==> src/rtl/fifo_pkg.sv <==
// Shared sizing helpers and default-width types for the multi-channel FIFO.
package fifo_pkg;

  localparam int unsigned DEF_CHANNELS   = 4;
  localparam int unsigned DEF_DEPTH      = 32;
  localparam int unsigned DEF_WIDTH      = 8;
  localparam int unsigned DEF_SAFE_GUARD = 4;

  // Channel index width; a single channel still gets one select bit.
  function automatic int unsigned calc_chw(input int unsigned channels);
    return (channels > 1) ? unsigned'($clog2(channels)) : 1;
  endfunction

  // Pointer width: entry index plus one wrap bit.
  function automatic int unsigned calc_ptrw(input int unsigned depth);
    return unsigned'($clog2(depth)) + 1;
  endfunction

  typedef logic [calc_chw(DEF_CHANNELS)-1:0] ch_idx_t;
  typedef logic [calc_ptrw(DEF_DEPTH)-1:0]   ptr_t;

endpackage

==> src/rtl/fifo_channel_ctrl.sv <==
// Per-channel pointer pair, occupancy flags and sticky error bits.
module fifo_channel_ctrl
  import fifo_pkg::*;
#(
  parameter  int unsigned DEPTH      = DEF_DEPTH,
  parameter  int unsigned SAFE_GUARD = DEF_SAFE_GUARD,
  localparam int unsigned PTRW       = calc_ptrw(DEPTH),
  localparam int unsigned AW         = PTRW - 1
) (
  input  logic            clk,
  input  logic            rst_n,
  input  logic            wr_acc,
  input  logic            rd_acc,
  input  logic            flush,
  input  logic            wr_req_full,
  input  logic            rd_req_empty,
  output logic [AW-1:0]   wr_idx_c,
  output logic [AW-1:0]   rd_idx_c,
  output logic [PTRW-1:0] count_c,
  output logic            full_c,
  output logic            going_full_c,
  output logic            empty_c,
  output logic            going_empty_c,
  output logic            overflow_err,
  output logic            underflow_err
);

  logic [PTRW-1:0] wr_ptr;
  logic [PTRW-1:0] rd_ptr;

  // Flush snaps the read pointer onto the write pointer; the top already
  // suppresses any same-cycle access on a flushed channel.
  always_ff @(posedge clk or negedge rst_n) begin
    if (!rst_n) begin
      wr_ptr        <= '0;
      rd_ptr        <= '0;
      overflow_err  <= 1'b0;
      underflow_err <= 1'b0;
    end else begin
      if (wr_acc) begin
        wr_ptr <= wr_ptr + PTRW'(1);
      end
      if (flush) begin
        rd_ptr        <= wr_ptr;
        overflow_err  <= 1'b0;
        underflow_err <= 1'b0;
      end else begin
        if (rd_acc) begin
          rd_ptr <= rd_ptr + PTRW'(1);
        end
        overflow_err  <= overflow_err  | wr_req_full;
        underflow_err <= underflow_err | rd_req_empty;
      end
    end
  end

  // Flags depend only on the registered pointers.
  assign count_c       = wr_ptr - rd_ptr;
  assign full_c        = (count_c == PTRW'(DEPTH));
  assign empty_c       = (count_c == '0);
  assign going_full_c  = (count_c >= PTRW'(DEPTH - SAFE_GUARD));
  assign going_empty_c = (count_c <= PTRW'(SAFE_GUARD));
  assign wr_idx_c      = wr_ptr[AW-1:0];
  assign rd_idx_c      = rd_ptr[AW-1:0];

endmodule

==> src/rtl/multi_channel_sync_fifo.sv <==
// Single-clock FIFO with CHANNELS independent queues sharing one memory array,
// one write port, one registered read port and per-channel flush.
module multi_channel_sync_fifo
  import fifo_pkg::*;
#(
  parameter  int unsigned CHANNELS   = DEF_CHANNELS,
  parameter  int unsigned DEPTH      = DEF_DEPTH,
  parameter  int unsigned WIDTH      = DEF_WIDTH,
  parameter  int unsigned SAFE_GUARD = DEF_SAFE_GUARD,
  localparam int unsigned CHW        = calc_chw(CHANNELS),
  localparam int unsigned PTRW       = calc_ptrw(DEPTH)
) (
  input  logic                     clk,
  input  logic                     asynchronous_rst_n,
  input  logic                     wr_en,
  input  logic [CHW-1:0]           wr_ch,
  input  logic [WIDTH-1:0]         data_in,
  input  logic                     rd_en,
  input  logic [CHW-1:0]           rd_ch,
  input  logic                     flush_en,
  input  logic [CHW-1:0]           flush_ch,
  output logic [WIDTH-1:0]         data_out,
  output logic                     data_out_valid,
  output logic [CHW-1:0]           data_out_ch,
  output logic [CHANNELS-1:0]      fifo_full,
  output logic [CHANNELS-1:0]      fifo_going_full,
  output logic [CHANNELS-1:0]      fifo_empty,
  output logic [CHANNELS-1:0]      fifo_going_empty,
  output logic [CHANNELS*PTRW-1:0] fifo_count,
  output logic [CHANNELS-1:0]      overflow_err,
  output logic [CHANNELS-1:0]      underflow_err
);

  localparam int unsigned AW          = PTRW - 1;
  localparam int unsigned MEM_ENTRIES = CHANNELS * DEPTH;

  logic [1:0]          rst_sync_q;
  logic                rst_int_n;

  logic [CHANNELS-1:0] flush_hit;
  logic [CHANNELS-1:0] wr_acc;
  logic [CHANNELS-1:0] rd_acc;
  logic [CHANNELS-1:0] wr_req_full;
  logic [CHANNELS-1:0] rd_req_empty;
  logic [AW-1:0]       wr_idx_c [CHANNELS];
  logic [AW-1:0]       rd_idx_c [CHANNELS];
  logic [AW-1:0]       wr_idx_sel;
  logic [AW-1:0]       rd_idx_sel;
  logic                wr_any;
  logic                rd_any;
  logic [CHW+AW-1:0]   wr_addr;
  logic [CHW+AW-1:0]   rd_addr;

  logic [WIDTH-1:0]    mem [MEM_ENTRIES];

  // Assert asynchronously, release on the second clock edge after deassertion.
  always_ff @(posedge clk or negedge asynchronous_rst_n) begin
    if (!asynchronous_rst_n) begin
      rst_sync_q <= '0;
    end else begin
      rst_sync_q <= {rst_sync_q[0], 1'b1};
    end
  end

  assign rst_int_n = rst_sync_q[1];

  // Request decode against pre-edge flags; unmatched channel indices hit nothing.
  always_comb begin
    flush_hit    = '0;
    wr_acc       = '0;
    rd_acc       = '0;
    wr_req_full  = '0;
    rd_req_empty = '0;
    wr_idx_sel   = '0;
    rd_idx_sel   = '0;
    for (int c = 0; c < CHANNELS; c++) begin
      flush_hit[c] = flush_en && (flush_ch == CHW'(c));
      if (wr_en && (wr_ch == CHW'(c))) begin
        wr_acc[c]      = !fifo_full[c] && !flush_hit[c];
        wr_req_full[c] = fifo_full[c];
        wr_idx_sel     = wr_idx_c[c];
      end
      if (rd_en && (rd_ch == CHW'(c))) begin
        rd_acc[c]       = !fifo_empty[c] && !flush_hit[c];
        rd_req_empty[c] = fifo_empty[c];
        rd_idx_sel      = rd_idx_c[c];
      end
    end
  end

  assign wr_any  = |wr_acc;
  assign rd_any  = |rd_acc;
  assign wr_addr = {wr_ch, wr_idx_sel};
  assign rd_addr = {rd_ch, rd_idx_sel};

  for (genvar c = 0; c < CHANNELS; c++) begin : g_ch
    logic [PTRW-1:0] count_c;

    fifo_channel_ctrl #(
      .DEPTH      (DEPTH),
      .SAFE_GUARD (SAFE_GUARD)
    ) u_ctrl (
      .clk           (clk),
      .rst_n         (rst_int_n),
      .wr_acc        (wr_acc[c]),
      .rd_acc        (rd_acc[c]),
      .flush         (flush_hit[c]),
      .wr_req_full   (wr_req_full[c]),
      .rd_req_empty  (rd_req_empty[c]),
      .wr_idx_c      (wr_idx_c[c]),
      .rd_idx_c      (rd_idx_c[c]),
      .count_c       (count_c),
      .full_c        (fifo_full[c]),
      .going_full_c  (fifo_going_full[c]),
      .empty_c       (fifo_empty[c]),
      .going_empty_c (fifo_going_empty[c]),
      .overflow_err  (overflow_err[c]),
      .underflow_err (underflow_err[c])
    );

    assign fifo_count[c*PTRW +: PTRW] = count_c;
  end

  // Shared storage, one entry block of DEPTH words per channel; not reset.
  always_ff @(posedge clk) begin
    if (wr_any) begin
      mem[wr_addr] <= data_in;
    end
  end

  // Registered read port; data_out holds between pops.
  always_ff @(posedge clk or negedge rst_int_n) begin
    if (!rst_int_n) begin
      data_out       <= '0;
      data_out_valid <= 1'b0;
      data_out_ch    <= '0;
    end else begin
      data_out_valid <= rd_any;
      if (rd_any) begin
        data_out    <= mem[rd_addr];
        data_out_ch <= rd_ch;
      end
    end
  end

endmodule
==> config.mk <==
export PLATFORM = sky130hd
export DESIGN_NAME = multi_channel_sync_fifo
export DESIGN_NICKNAME = d
export VERILOG_FILES = /design/src/rtl/fifo_pkg.sv /design/src/rtl/fifo_channel_ctrl.sv /design/src/rtl/multi_channel_sync_fifo.sv
export SDC_FILE = /design/constraint.sdc
export NUM_CORES = 1
export LEC_CHECK = 0
export CORE_UTILIZATION = 35
export DETAILED_ROUTE_END_ITERATION = 8
export GPL_TIMING_DRIVEN = 0
export PLACE_DENSITY = 0.54
export SYNTH_ARGS = -nofsm -noshare
export SYNTH_HDL_FRONTEND = slang
export SYNTH_HIERARCHICAL = 1
export SYNTH_SLANG_ARGS = --single-unit
export TNS_END_PERCENT = 5
==> constraint.sdc <==
create_clock -name clk -period 7.07 [get_ports clk]
set_clock_uncertainty 0.2 [all_clocks]
set_input_delay 1.414 -clock clk [delete_from_list [all_inputs] [get_ports clk]]
set_output_delay 1.414 -clock clk [all_outputs]
set_load 0.02 [all_outputs]
# Word level (Yosys, flattened, before mapping)

Memory sizes are Yosys's and may differ from the RTL's. A register that Yosys moved wholly into a read port is not among the register bits.
Index checks and enable logic that the tools add are counted.

Add/sub/neg operators: 12
Order comparisons: 8
Equal/unequal tests: 13
Mux-type cells: 42
Bitwise operators: 8
Reduce and logical (&&, ||, !) cells: 46

Operators by type and width:

| cell                | number |
|---|---|
| $add 6x1->6 const B | 8 |
| $mux 6              | 8 |
| $mux 5              | 8 |
| $mux 1              | 26 |
| $eq 6x6->1 const B  | 4 |
| $ge 6x5->1 const B  | 4 |
| $le 6x3->1 const B  | 4 |
| $logic_not 6->1     | 4 |
| $sub 6x6->6         | 4 |
| $logic_and 1x1->1   | 20 |
| $logic_not 1->1     | 13 |
| $eq 2x2->1 const B  | 6 |
| $or 1x1->1          | 8 |
| $reduce_bool 2->1   | 4 |
| $reduce_or 4->1     | 2 |
| $eq 2x1->1 const B  | 3 |
| $logic_not 2->1     | 3 |

Register bits after elaboration: 61
Memory bits (writable): 1024
Output and inout bits: 59
Memories kept: 1

Memory list:

| memory | depth | width | rd ports | clocked after memory_dff | wr ports | line                          | source |
|---|---|---|---|---|---|---|---|
| mem    | 128   | 8     | 1        | 1                        | 1        | multi_channel_sync_fifo.sv:54 | `logic [WIDTH-1:0] mem [MEM_ENTRIES];` |

# Depth between registers and ports, before layout

Depth in word-level cells: 8
Gate-level depth with buffers: 15
Mapped depth without buffers: 14

# Modules after synthesis

Netlist, hierarchy kept.

By module, submodules not included:

| module                                  | times used | cells each | area an instance (µm²) | sequential area each (µm²) |
|---|---|---|---|---|
| multi_channel_sync_fifo                 | 1          | 3050       | 41069.4                | 31074.8 |
| fifo_channel_ctrl at g_ch[0].u_ctrl ... | 3          | 98         | 978.4                  | 350.3 |
| fifo_channel_ctrl at g_ch[3].u_ctrl     | 1          | 98         | 965.9                  | 350.3 |

# Worst setup path before layout

Ideal clock, no wire load.

Kind: reg-to-reg
Start point: register g_ch[2].u_ctrl.wr_ptr[0]
End point: memory mem[108][0] (netlist bit) (enable)
Library setup time: 0.371 ns
Arrival time: 3.991 ns
Data required time: 6.499 ns
Slack: 2.508 ns
Cell stages (with the launch flop): 14
Buffers on the path: 1
Period minus slack after synthesis: 4.562 ns
Cell sequence: dfrtp_1 inv_1 ha_1 inv_1 fa_1 xor2_1 nor4_2 and2_1 nor3_1 or4_1 nor2b_1 nand2_1 buf_2 nor2_1

Longest elaborated chain between the ends: 8
Elaborated cells on any way between the ends: 10
Those cells by class: 1 x add/sub; 1 x eq/ne; 5 x mux; 3 x reduce/logical

RTL lines:

| item                         | line                           | source |
|---|---|---|
| start, declared              | fifo_channel_ctrl.sv:28        | `logic [PTRW-1:0] wr_ptr;` |
| start signal, assigned       | fifo_channel_ctrl.sv:41        | `wr_ptr <= wr_ptr + PTRW'(1);` |
| $sub 6x6->6                  | fifo_channel_ctrl.sv:58        | `assign count_c = wr_ptr - rd_ptr;` |
| via fifo_count[14]           | multi_channel_sync_fifo.sv:29  | `output logic [CHANNELS*PTRW-1:0] fifo_count,` |
| $eq 6x6->1                   | fifo_channel_ctrl.sv:59        | `assign full_c = (count_c == PTRW'(DEPTH));` |
| via fifo_full[2]             | multi_channel_sync_fifo.sv:25  | `output logic [CHANNELS-1:0] fifo_full,` |
| $logic_not 1->1              | multi_channel_sync_fifo.sv:79  | `wr_acc[c] = !fifo_full[c] && !flush_hit[c];` |
| $logic_and 1x1->1            | multi_channel_sync_fifo.sv:79  |  |
| $mux 1                       | multi_channel_sync_fifo.sv:78  | `if (wr_en && (wr_ch == CHW'(c))) begin` |
| via wr_acc[2]                | multi_channel_sync_fifo.sv:41  | `logic [CHANNELS-1:0] wr_acc;` |
| $reduce_or 4->1              | multi_channel_sync_fifo.sv:91  | `assign wr_any = \|wr_acc;` |
| $mux 1                       | multi_channel_sync_fifo.sv:126 | `if (wr_any) begin` |
| $mux 1 (implied by the code) | multi_channel_sync_fifo.sv:127 | `mem[wr_addr] <= data_in;` |
| end, declared                | multi_channel_sync_fifo.sv:54  |  |

The timed path passes the listed nets, and every way through them passes these cells.

# Worst setup path in the final report

Start point: register g_ch[3].u_ctrl.wr_ptr[0]
End point: memory mem[48][0] (netlist bit) (enable)

Longest elaborated chain between the ends: 8
Elaborated cells on any way between the ends: 9
Those cells by class: 1 x add/sub; 1 x eq/ne; 4 x mux; 3 x reduce/logical

RTL lines:

| item                         | line |
|---|---|
| start, declared              | fifo_channel_ctrl.sv:28 |
| start signal, assigned       | fifo_channel_ctrl.sv:41 |
| $sub 6x6->6                  | fifo_channel_ctrl.sv:58 |
| $eq 6x6->1                   | fifo_channel_ctrl.sv:59 |
| $logic_not 1->1              | multi_channel_sync_fifo.sv:79 |
| $logic_and 1x1->1            | multi_channel_sync_fifo.sv:79 |
| $mux 1                       | multi_channel_sync_fifo.sv:78 |
| via wr_acc[3]                | multi_channel_sync_fifo.sv:41 |
| $reduce_or 4->1              | multi_channel_sync_fifo.sv:91 |
| $mux 1                       | multi_channel_sync_fifo.sv:126 |
| $mux 1 (implied by the code) | multi_channel_sync_fifo.sv:127 |

The timed path passes the listed nets, and every way through them passes these cells.

==> reports/metrics.cfg <==
[yosys]
syn_area_um2=45000
syn_area_per_cell_um2=13.1
synth_seq_area_share_pct=72.2
synth_area_leaders=edfxtp_1, nand2_1, dfrtp_1, nand3_1, mux2i_1
syn-num-nets=3493
yosysWarnings=6
ys.flop_type=edfxtp_1
async_flop_share_pct=6.31
synth_top_area_share_pct=68.4
ys_ff_latch=1093
yosys.cell_types.count=55
synth_edf_count=1024
yosys.area.top_type=edfxtp_1
netlist_instances=3442

[sta]
max_freq_ghz=0.167
rsz0062_at_grt=false
period_minus_slack_ns=5.98
tightest_slew_ns=1.38
finalWorstSetupSlack_ns=1.09
finalCritPeriodShare_pct=84.6
setup_viol=0
maxSlewViolCount=0
hold_viol=0
timing.slew.headroom_pct=8.19

[pwr]
power_density_nw_per_um2=378
internal-power_mw=12.7
comb_power_share_pct=31.4
vdd_drop_max_uv=517
power.leakage_nw=17.7
switching_share_pct=35.3
p_total_mw=19.6
p_clk_share_pct=30.5
seqPwrFrac_pct=38.1
power.switching_mw=6.90

[flow_run]
maxCapViolCount=0

[place]
dp_slack_ns=0.617
place_congestion=0.940
portBuffers=73
dp_hpwl_um=102000

[final_layout]
synthToLayoutAreaGrowth_pct=15.0
layout_commonest_cell=edfxtp_1
drive_gt1_share_pct=9.84
n_fill_cell=11900
final_cell_mix=edfxtp_1, nand2_1, nand3_1, nor2_1, nand4_1
fin_nets=3693

[critical_path]
crit_fanout=10
path_class=flop to flop
timing.critical_path.from_type=flop
reg2reg_depth=14
worst_r2r_endpoint=mem[48][0]
r2r_start=g_ch[3].u_ctrl/wr_ptr[0]
end_kind=flop
crit_arrival_ns=6.11
required_ns=7.20
ff2ff_setup_slack_ns=1.09

[clocking]
cts_setup_buffers=0
h-tree-depth=3
clk_path_buf_depth=3
clkLatencyLatePin_ns=0.72
cts_hold_buf=0
clock-sinks=1093
numCtsBuffers=114
clk_transition_reported_paths_ns=0.06
tritoncts=built
cts-root-buf=clkbuf_16
cts-resized-gates=0

[grt]
grt_max_degree=102
antenna_found_initial=5
overflow=0
grt_pass1_wl_um=210000
grt_pass1_vias=28600
gr-usage-all-layers_pct=22.7

[floorplanning]
die_h_um=360
boundaryPins=78
dieWidth_um=360
start_util_pct=35.3
design.die.area_um2=130000
rows=131
core_region_area_um2=128000

[routing]
dr.first_iter.drc_count=3918
avgViaCountPerCell=5.51
vias=29800
wl_um=150000
drt_pass1_iterations=5
drc=0
postRouteAntennaNets=0
wl_per_cell_um=27.7

[min_path]
hp-class=flop to asynchronous set/reset pin

[status]
status=finished clean

[cell type report]
| type | instances | area [um^2] | share of cell area (%) |
|---|---|---|---|
| clock buffers | 144 | 3050 | 5.89 |
| well taps | 1662 | 2080 | 4.02 |
| diodes | 1 | 2.50 | 0.00484 |
| inverters | 33 | 124 | 0.239 |
| clock inverters | 71 | 626 | 1.21 |
| multi-input cells | 2091 | 11200 | 21.6 |
| repair buffers | 84 | 1000 | 1.94 |
| plain buffers | 225 | 1210 | 2.34 |
| flip-flops and latches | 1093 | 32500 | 62.8 |
[critical path: stages (launching register included)]
cell and delay [ns]:
dfrtp_1 0.46, inv_1 0.09, ha_1 0.17, inv_1 0.06, fa_1 0.39, a21o_1 0.17
a21oi_1 0.16, xnor2_1 0.30, nor4_1 0.14, and2_2 0.25, nor3_1 0.66, or4_1 0.37
nand3_1 0.59, clkbuf_1 0.66, nor2_1 0.93
[metal layers]
metal	GRT usage (%)	vias up	wire (um)
li1	-	13000	-
met1	31.0	14900	61800
met2	34.9	1454	66900
met3	4.74	332	13900
met4	10.1	8	7120
met5	0	-	45
[through the flow]
| step | TNS [ns] | util (%) | cell area, um^2 | instances | hold WS [ns] |
|---|---|---|---|---|---|
| finish | 0 | 40.6 | 51700 | 5404 | 0.0133 |
| detailed placement | 0 | 37.7 | 48100 | 5188 | 0.0174 |
| floorplan | 0 | - | 45000 | 3442 | 0.131 |
| CTS | 0 | 40.6 | 51700 | 5403 | 0.0308 |
| global route | 0 | 40.6 | 51700 | 5403 | 0.0324 |
| global placement | -146.83 | 37.5 | 47800 | 5177 | 0.141 |
[state kept, by name (all words and copies together), names as in the netlist]
| name | count |
|---|---|
| data_out_valid | 1 |
| data_out_ch | 2 |
| mem | 1024 |
| g_ch.u_ctrl/underflow_err | 4 |
| g_ch.u_ctrl/rd_ptr | 24 |
| g_ch.u_ctrl/wr_ptr | 24 |
| g_ch.u_ctrl/overflow_err | 4 |
| rst_sync_q | 2 |
| data_out | 8 |
[synth_stat cells, types with 4 or more instances]
cell type / count
edfxtp_1: 1024
nand2_1: 943
nand3_1: 309
nor2_1: 178
nand4_1: 150
mux2i_1: 95
buf_2: 83
a31oi_1: 78
clkbuf_1: 78
a32oi_1: 71
dfrtp_1: 69
buf_4: 46
xnor2_1: 33
inv_1: 32
ha_1: 28
o21ai_0: 26
nor3_1: 19
xor2_1: 16
and2_1: 12
buf_6: 12
mux2_2: 9
nor2b_1: 9
and3_1: 8
a221oi_1: 7
a41oi_1: 7
nand3b_1: 7
a21oi_1: 6
buf_1: 6
mux4_2: 6
nand2b_1: 6
nor4_1: 6
a2111oi_4: 4
a21o_1: 4
a311o_2: 4
fa_1: 4
o211a_1: 4
o211ai_1: 4
o21ai_1: 4
o31ai_1: 4
xor2_2: 4
[kinds of logic (layout without fill, tap and decap cells)]
kind of cell	after synthesis	after routing	share of synthesized area, %
buffers and inverters	258	557	2.97
AO/OA/AOI/OAI	234	234	3.99
AND/OR/NAND/NOR	1658	1658	16.0
other	1	2	0.00834
XOR/XNOR	56	56	1.21
flip-flops	1093	1093	72.2
adder cells (fa/ha/maj)	32	32	0.957
multiplexers	110	110	2.64
[how the worst max path moves through the flow]
stage / start / slack (ns) / endpoint
after floorplan: g_ch[2].u_ctrl/wr_ptr[0] / 2.51 / mem[108][0]
after global placement: data_in[6] / -0.43 / mem[2][6]
after detailed placement: wr_ch[0] / 0.62 / mem[48][7]
after CTS: g_ch[3].u_ctrl/wr_ptr[0] / 1.23 / mem[48][3]
after global routing: g_ch[3].u_ctrl/wr_ptr[0] / 0.91 / mem[48][3]
final: g_ch[3].u_ctrl/wr_ptr[0] / 1.09 / mem[48][0]
[power by group through the flow]
stage	Clock (mW)	Combinational [mW]	Sequential (mW)
after floorplan	0	3.46	7.57
after global routing	6.25	6.49	7.48
after global placement	0	6.01	7.64
after CTS	6.00	6.10	7.46
after detailed placement	0	6.07	7.59
final	5.98	6.14	7.46
Note: power is estimated with default switching activity, not from simulation.
